File: config.mk
export PLATFORM = sky130hd
export DESIGN_NAME = seq_block_adder
export DESIGN_NICKNAME = d
export VERILOG_FILES = /design/src/rtl/seq_block_adder.sv
export SDC_FILE = /design/constraint.sdc
export NUM_CORES = 1
export LEC_CHECK = 0
export BUFFER_PORTS_ARGS = -buffer_cell sky130_fd_sc_hd__buf_2
export CAP_MARGIN = 20
export CORE_ASPECT_RATIO = 0.75
export CORE_MARGIN = 3
export CORE_UTILIZATION = 37
export DETAILED_ROUTE_END_ITERATION = 12
export HOLD_SLACK_MARGIN = 0.1
export SETUP_SLACK_MARGIN = 0.4
export SKIP_CTS_REPAIR_TIMING = 1
export SYNTH_ARGS = -nofsm -noshare
export SYNTH_HDL_FRONTEND = slang
export SYNTH_SLANG_ARGS = --single-unit
File: constraint.sdc
create_clock -name clock -period 3.99 [get_ports clock]
set_input_delay 0 -clock clock [delete_from_list [all_inputs] [get_ports clock]]
set_output_delay 0 -clock clock [all_outputs]
set_load 0.01 [all_outputs]
File: src/rtl/seq_block_adder.sv
// Multi-cycle adder/subtractor: one BLOCK-bit slice per clock, carry held in a register.
// Optional SEQ_BLOCK_ADDER_ZERO_EN adds a registered all-zero result flag on port zero.
module seq_block_adder #(
    parameter int WIDTH = 32,
    parameter int BLOCK = 8
) (
    input  logic             clock,
    input  logic             reset,
    input  logic             in_valid,
    output logic             in_ready,
    input  logic [WIDTH-1:0] a,
    input  logic [WIDTH-1:0] b,
    input  logic             cin,
    input  logic             sub,
    output logic             out_valid,
    input  logic             out_ready,
    output logic [WIDTH-1:0] sum,
    output logic             cout,
`ifdef SEQ_BLOCK_ADDER_ZERO_EN
    output logic             ovf,
    output logic             zero
`else
    output logic             ovf
`endif
);

    localparam int NUM_BLOCKS = WIDTH / BLOCK;
    localparam int CNT_W      = (NUM_BLOCKS > 1) ? $clog2(NUM_BLOCKS) : 1;
    localparam logic [CNT_W-1:0] LAST_IDX = CNT_W'(NUM_BLOCKS - 1);

    typedef enum logic [1:0] {
        IDLE = 2'd0,
        BUSY = 2'd1,
        DONE = 2'd2
    } state_t;

    state_t           state_q;
    state_t           state_d;
    logic [CNT_W-1:0] cnt_q;
    logic             carry_q;
    logic [WIDTH-1:0] a_reg;
    logic [WIDTH-1:0] b_reg;
    logic [WIDTH-1:0] sum_q;
    logic             cout_q;
    logic             ovf_q;
    logic [BLOCK-1:0] a_slice;
    logic [BLOCK-1:0] b_slice;
    logic [BLOCK-1:0] s;
    logic             c;
    logic             accept;
    logic             last;

    assign in_ready  = (state_q == IDLE);
    assign out_valid = (state_q == DONE);
    assign accept    = in_valid && in_ready;
    assign last      = (cnt_q == LAST_IDX);

    assign sum  = sum_q;
    assign cout = cout_q;
    assign ovf  = ovf_q;

    // One slice of the ripple: BLOCK+1-bit add so the slice carry falls out on top.
    always_comb begin
        a_slice = a_reg[int'(cnt_q)*BLOCK +: BLOCK];
        b_slice = b_reg[int'(cnt_q)*BLOCK +: BLOCK];
        {c, s}  = {1'b0, a_slice} + {1'b0, b_slice} + {{BLOCK{1'b0}}, carry_q};
    end

    always_comb begin
        // NOTE: default first so every path assigns state_d and no latch is inferred.
        state_d = state_q;
        case (state_q)
            IDLE:    if (accept)    state_d = BUSY;
            BUSY:    if (last)      state_d = DONE;
            DONE:    if (out_ready) state_d = IDLE;
            default:                state_d = IDLE;
        endcase
    end

    always_ff @(posedge clock) begin
        if (reset) begin
            // NOTE: non-blocking assignments so every register samples pre-edge values.
            state_q <= IDLE;
            cnt_q   <= '0;
            carry_q <= 1'b0;
            sum_q   <= '0;
            cout_q  <= 1'b0;
            ovf_q   <= 1'b0;
        end else begin
            state_q <= state_d;
            case (state_q)
                IDLE: begin
                    if (accept) begin
                        cnt_q   <= '0;
                        carry_q <= sub ? 1'b1 : cin;
                    end
                end
                BUSY: begin
                    sum_q[int'(cnt_q)*BLOCK +: BLOCK] <= s;
                    carry_q <= c;
                    cnt_q   <= cnt_q + 1'b1;
                    if (last) begin
                        cout_q <= c;
                        ovf_q  <= (a_reg[WIDTH-1] == b_reg[WIDTH-1]) &&
                                  (s[BLOCK-1] != a_reg[WIDTH-1]);
                    end
                end
                default: ;
            endcase
        end
    end

    // NOTE: operand registers carry no reset; they are always loaded on accept before use.
    always_ff @(posedge clock) begin
        if (accept) begin
            a_reg <= a;
            b_reg <= sub ? ~b : b;
        end
    end

`ifdef SEQ_BLOCK_ADDER_ZERO_EN
    logic zero_q;

    assign zero = zero_q;

    always_ff @(posedge clock) begin
        if (reset) begin
            zero_q <= 1'b0;
        end else if (accept) begin
            zero_q <= 1'b1;
        end else if (state_q == BUSY) begin
            zero_q <= zero_q && (s == '0);
        end
    end
`endif

endmodule

* Word level (Yosys, flattened, before mapping)
Cells that the tools add are included.
** Word-level totals
- Bits in registers :: 103
- Latch bits :: 0
- Memory bits (writable) :: 0
- Memory bits (read-only) :: 0
- Input bits :: 70
- Output and inout port bits :: 36
- Memories :: 0
** Cells by class
- Add/sub/neg operators :: 4
- Multipliers :: 0
- Div/mod/pow operators :: 0
- Magnitude comparators :: 0
- Equal/unequal tests :: 8
- Shifts and indexed selects :: 4
- Mux-type cells :: 11
- Bitwise logic cells :: 1
- Reductions and logical operators :: 7
** Operators by type and width (count)
- variable part select 32 x 6 -> 8 bit :: 2
- negation 5 -> 33 bit :: 1
- variable shift 8 x 33 -> 32 bit (first input constant) :: 1
- variable part select 8 x 33 -> 32 bit :: 1
- bitwise mux 32 bit :: 1
- two-way mux 32 bit :: 1
- NOT 32 bit :: 1
- adder 8 x 8 -> 9 bit :: 1
- adder 9 x 1 -> 9 bit :: 1
- two-way mux 2 bit :: 4
- case mux 2 bit (3 select lines) :: 1
- == test 2 bit (second input constant) :: 2
- inequality test 2 x 1 -> 1 bit (second input constant) :: 2
- case mux 2 bit (2 select lines) :: 1
- AND reduction 2 bit :: 2
- AND reduction 3 bit :: 1
- adder 2 x 1 -> 2 bit (second input constant) :: 1
- == test 2 x 1 -> 1 bit (second input constant) :: 1
- logical AND 1 bit :: 2
- zero test 2 bit :: 1
- two-way mux 1 bit :: 2
- inequality test 2 bit (second input constant) :: 1
- case mux 1 bit (2 select lines) :: 1
- nonzero test 2 bit :: 1
- 2 further kinds :: 2

* Longest topological paths before layout
- Depth in word-level cells :: 5
- Mapped depth :: 10

* Worst setup path before layout
Ideal clock, no wire load.
- Path kind :: reg-to-reg
- Start :: register cnt_q[0]
- End :: register cout_q (netlist: cout)
- Setup time :: 127 ps
- Arrival :: 3107 ps
- Required time :: 3863 ps
- Slack :: 755 ps
- Stages on the path, launching flop included :: 11
- Clock period less this slack :: 3235 ps
- Cells stage by stage :: dfxtp_1 > buf_4 > buf_2 > mux4_2 > fa_1 > fa_1 > a211oi_1 > o21ai_0 > a31o_2 > mux2i_1 > nor2_1
** On the way
- Cells in the longest elaborated chain, start to end :: 3
** Ends and longest elaborated chain
- start, declared :: RTL line 39 : logic [CNT_W-1:0] cnt_q;
- start signal, assigned :: RTL line 101 : cnt_q <= cnt_q + 1'b1;
- variable part select 32 x 6 -> 8 bit (on tied branches) :: RTL line 64, 65
- adder 8 x 8 -> 9 bit :: RTL line 66 : {c, s} = {1'b0, a_slice} + {1'b0, b_slice} + {{BLOCK{1'b0}}, carry_q};
- adder 9 x 1 -> 9 bit :: RTL line 66
- end signal, assigned :: RTL line 87 : cout_q <= 1'b0;
- end signal, assigned :: RTL line 103 : cout_q <= c;
- end, declared :: RTL line 44 : logic cout_q;
Parallel ways exist; a longest one is shown, timed or not.
A chain may end at the register's enable or synchronous reset.

* Final worst setup path
- Start :: register cnt_q[0]
- End :: register sum_q[14] (netlist: sum[14])
** On the way
- Cells in the longest elaborated chain, start to end :: 5
** Ends and longest elaborated chain
- variable part select 32 x 6 -> 8 bit (on tied branches) :: RTL line 64, 65
- adder 8 x 8 -> 9 bit :: RTL line 66
- adder 9 x 1 -> 9 bit :: RTL line 66
- variable part select 8 x 33 -> 32 bit :: RTL line 99 : sum_q[int'(cnt_q)*BLOCK +: BLOCK] <= s;
- bitwise mux 32 bit * :: RTL line 99
- end signal, assigned by index :: RTL line 99
- end, declared :: RTL line 43 : logic [WIDTH-1:0] sum_q;
Every way passes the cells marked *; elsewhere a longest branch is shown, timed or not.

==> results.yml <==
route:
  drc: 0
  vias: 3186
  first_iter_violations: 186
  viasPerCell: 4.89
  routed_wirelength_mm: 10.4
  dr.pass1.iters: 4
  antenna_left: 0
  wl_per_cell_um: 15.9
cts:
  cts-buffers-inserted: 9
  cts_sinks: 103
  htree_levels: 3
  root_buffer: "clkbuf_16"
  clkTransAtPathRegs_ns: 0.07
  clock_latency_ns: 0.34
  cts_tree: "built"
  clockBufferDepth: 2
sta:
  period_minus_slack_ns: 3.09
  hold_viol_final: 0
  maxSlewViolCount: 0
  fin_ws_ns: 0.902
  tightestPinTransition_ns: 0.947
  tns_ns: 0
  finalCritPeriodShare_pct: 77.4
  rsz0062_at_grt: "no"
  max_freq_ghz: 0.324
  setup_viol: 0
  finalClockSkew_ns: 0.00421
  max-slew-margin-rel_pct: 36.9
setup_path:
  critPathKind: "flip-flop to flip-flop"
  critPathMostFrequentCell: "fa_1"
  slowest_stage: "mux4_2"
  crit_fanout: 8
  start_kind: "flip-flop"
  critPathCaptureType: "flip-flop"
  cpPeakStageDelay_ns: 0.56
  critPathRequiredTime_ns: 4.19
  crit_chain: "mux4_2 -> fa_1 -> fa_1 -> a211oi_1 -> or3b_2 -> nand3_1 -> a22oi_1 -> nor2_1"
  worstPathArrival_ns: 3.29
  path_buf_inv: 0
  critPathTopFamily: "adder cells"
power_and_ir_drop:
  total_power_mw: 2.61
  combPwrFrac_pct: 16.0
  power.net_switching_mw: 0.613
  p_leak_nw: 2.46
  cellPowerDensity_nw_per_um2: 424
  p_int_mw: 2.00
  clkPwrFrac_pct: 37.3
  seqPwrFrac_pct: 46.7
  switching_share_pct: 23.5
  peakVddDrop_mv: 0.218
floorplan:
  start_util_pct: 38.3
  ioPinCount: 106
  num_rows: 34
  dieWidth_um: 133
  core-area_um2: 11700
  die_y_um: 101
  dieArea_um2: 13500
logic_synthesis:
  ys_seq_area_share_pct: 60.4
  ys.flop_type: "edfxtp_1"
  ys_seq_elements: 103
  syn_area_per_cell_um2: 14.3
  synth_cell_types: 43
  synth_edf_count: 64
  async_reset_ff_share_pct: 0
  syn_nets: 398
  yosys_warnings: 0
  syn_inst: 313
  syn_area_um2: 4480
place:
  preCtsSetupSlack_ns: 0.897
  gp_congestion: 0.762
  port_buffers: 105
  dp_hpwl_mm: 7.19
global_route:
  track_usage_pct: 15.0
  antenna_found_initial: 0
  grt_pass1_vias: 2959
  grt_start_max_net_pins: 43
  overflow: 0
  grt_pass1_wl_mm: 15.7
job:
  drv_cap: 0
layout:
  layout.nets: 570
  multi_input_area_um2: 1700
  num-fill-cells: 975
  syn_to_final_growth_pct: 37.6
  drive_gt1_share_pct: 30.9
  layout.area.seq_um2: 2700
  antenna_cells: 0
outcome:
  outcome: "finished clean"
worst_hold_path:
  hp-class: "primary input to flip-flop"
==> power groups by stage <==
stage                     clock (mW)  combinational (mW)  sequential [mW]
after floorplan                    0               0.249             1.24
after global placement             0               0.360             1.24
after detailed placement           0               0.367             1.24
after CTS                      0.992               0.369             1.22
after global routing            1.03               0.461             1.22
final                          0.974               0.417             1.22
==> tightest hold or removal path: stages <==
cell	delay, ns
buf_2	0.08
o21bai_1	0.14
nand2_1	0.11
a31oi_1	0.07
==> cell usage in the layout, fill, tap and decap left out, types with 5 or more instances in the layout <==
| cell | count |
|---|---|
| xor2_1 | 34 |
| buf_2 | 105 |
| dfxtp_1 | 38 |
| nor2_1 | 40 |
| a22oi_1 | 30 |
| o21ai_0 | 5 |
| nand2_1 | 5 |
| edfxtp_1 | 64 |
| mux4_2 | 16 |
| dlygate4sd3_1 | 66 |
| ha_1 | 13 |
| clkbuf_16 | 9 |
==> through the flow <==
step	util [%]	area, um^2	cells	hold WS (ns)
final	52.7	6160	651	0.111
after CTS	47.0	5500	585	-0.182
after detailed placement	44.2	5170	570	0.178
after global placement	44.2	5170	570	0.178
after floorplan	-	4480	313	0.0989
after global routing	52.7	6160	651	0.140
==> final timing paths <==
kind	cells past startpoint	from	slack, ns	end
worst max register to register	8	cnt_q[0]$_SDFFE_PP0P_	0.90	sum[14]$_SDFFE_PP0P_
worst max-delay path	8	cnt_q[0]$_SDFFE_PP0P_	0.90	sum[14]$_SDFFE_PP0P_
worst min register to register	2	ovf$_SDFFE_PP0P_	0.52	ovf$_SDFFE_PP0P_
worst min-delay path	4	in_valid	0.11	carry_q$_SDFFE_PP0P_
==> cells in the mapped netlist, types with 2 or more instances <==
cell type / number / area, um^2
nand3_1: 2 / 10.0
nor2b_1: 2 / 12.5
nor3b_1: 2 / 15.0
a211oi_1: 3 / 22.5
o21ai_0: 5 / 25.0
and2_1: 2 / 12.5
nand2_2: 3 / 18.8
nand2_1: 5 / 18.8
a22oi_1: 30 / 225
a32oi_1: 4 / 35.0
mux4_2: 16 / 360
nor4b_4: 3 / 71.3
xnor2_1: 2 / 17.5
clkbuf_1: 6 / 22.5
nor2_1: 40 / 150
dfxtp_1: 39 / 781
fa_1: 2 / 40.0
ha_1: 13 / 163
a21oi_1: 4 / 20.0
buf_2: 4 / 20.0
inv_1: 4 / 15.0
mux2i_1: 2 / 20.0
edfxtp_1: 64 / 1920
a21o_1: 4 / 30.0
xor2_1: 34 / 298
==> layer usage <==
layer / routed length [um] / track usage, % / vias up
met5: 0 / 0 / -
met4: 148 / 4.55 / 0
met3: 656 / 4.67 / 13
met2: 4740 / 22.2 / 117
met1: 4820 / 21.2 / 1535
li1: - / - / 1521
==> layout make-up <==
type                    count  area share (%)
flip-flops and latches    103            43.9
multi-input cells         193            27.5
repair buffers            174            19.6
clock buffers               9            3.65
well taps                 162            3.29
clock inverters             6            1.79
inverters                   4           0.244
==> cells by family after synthesis <==
| group | share of synthesized area, % |
|---|---|
| muxes | 8.49 |
| DFF | 60.4 |
| and+or+nand+nor | 8.38 |
| buffers and inverters | 1.79 |
| AOI/OAI and AO/OA | 9.42 |
| xor gates and xnor gates | 7.04 |
| adders and majority gates | 4.53 |
No activity file was read; power rests on OpenSTA's default activity.
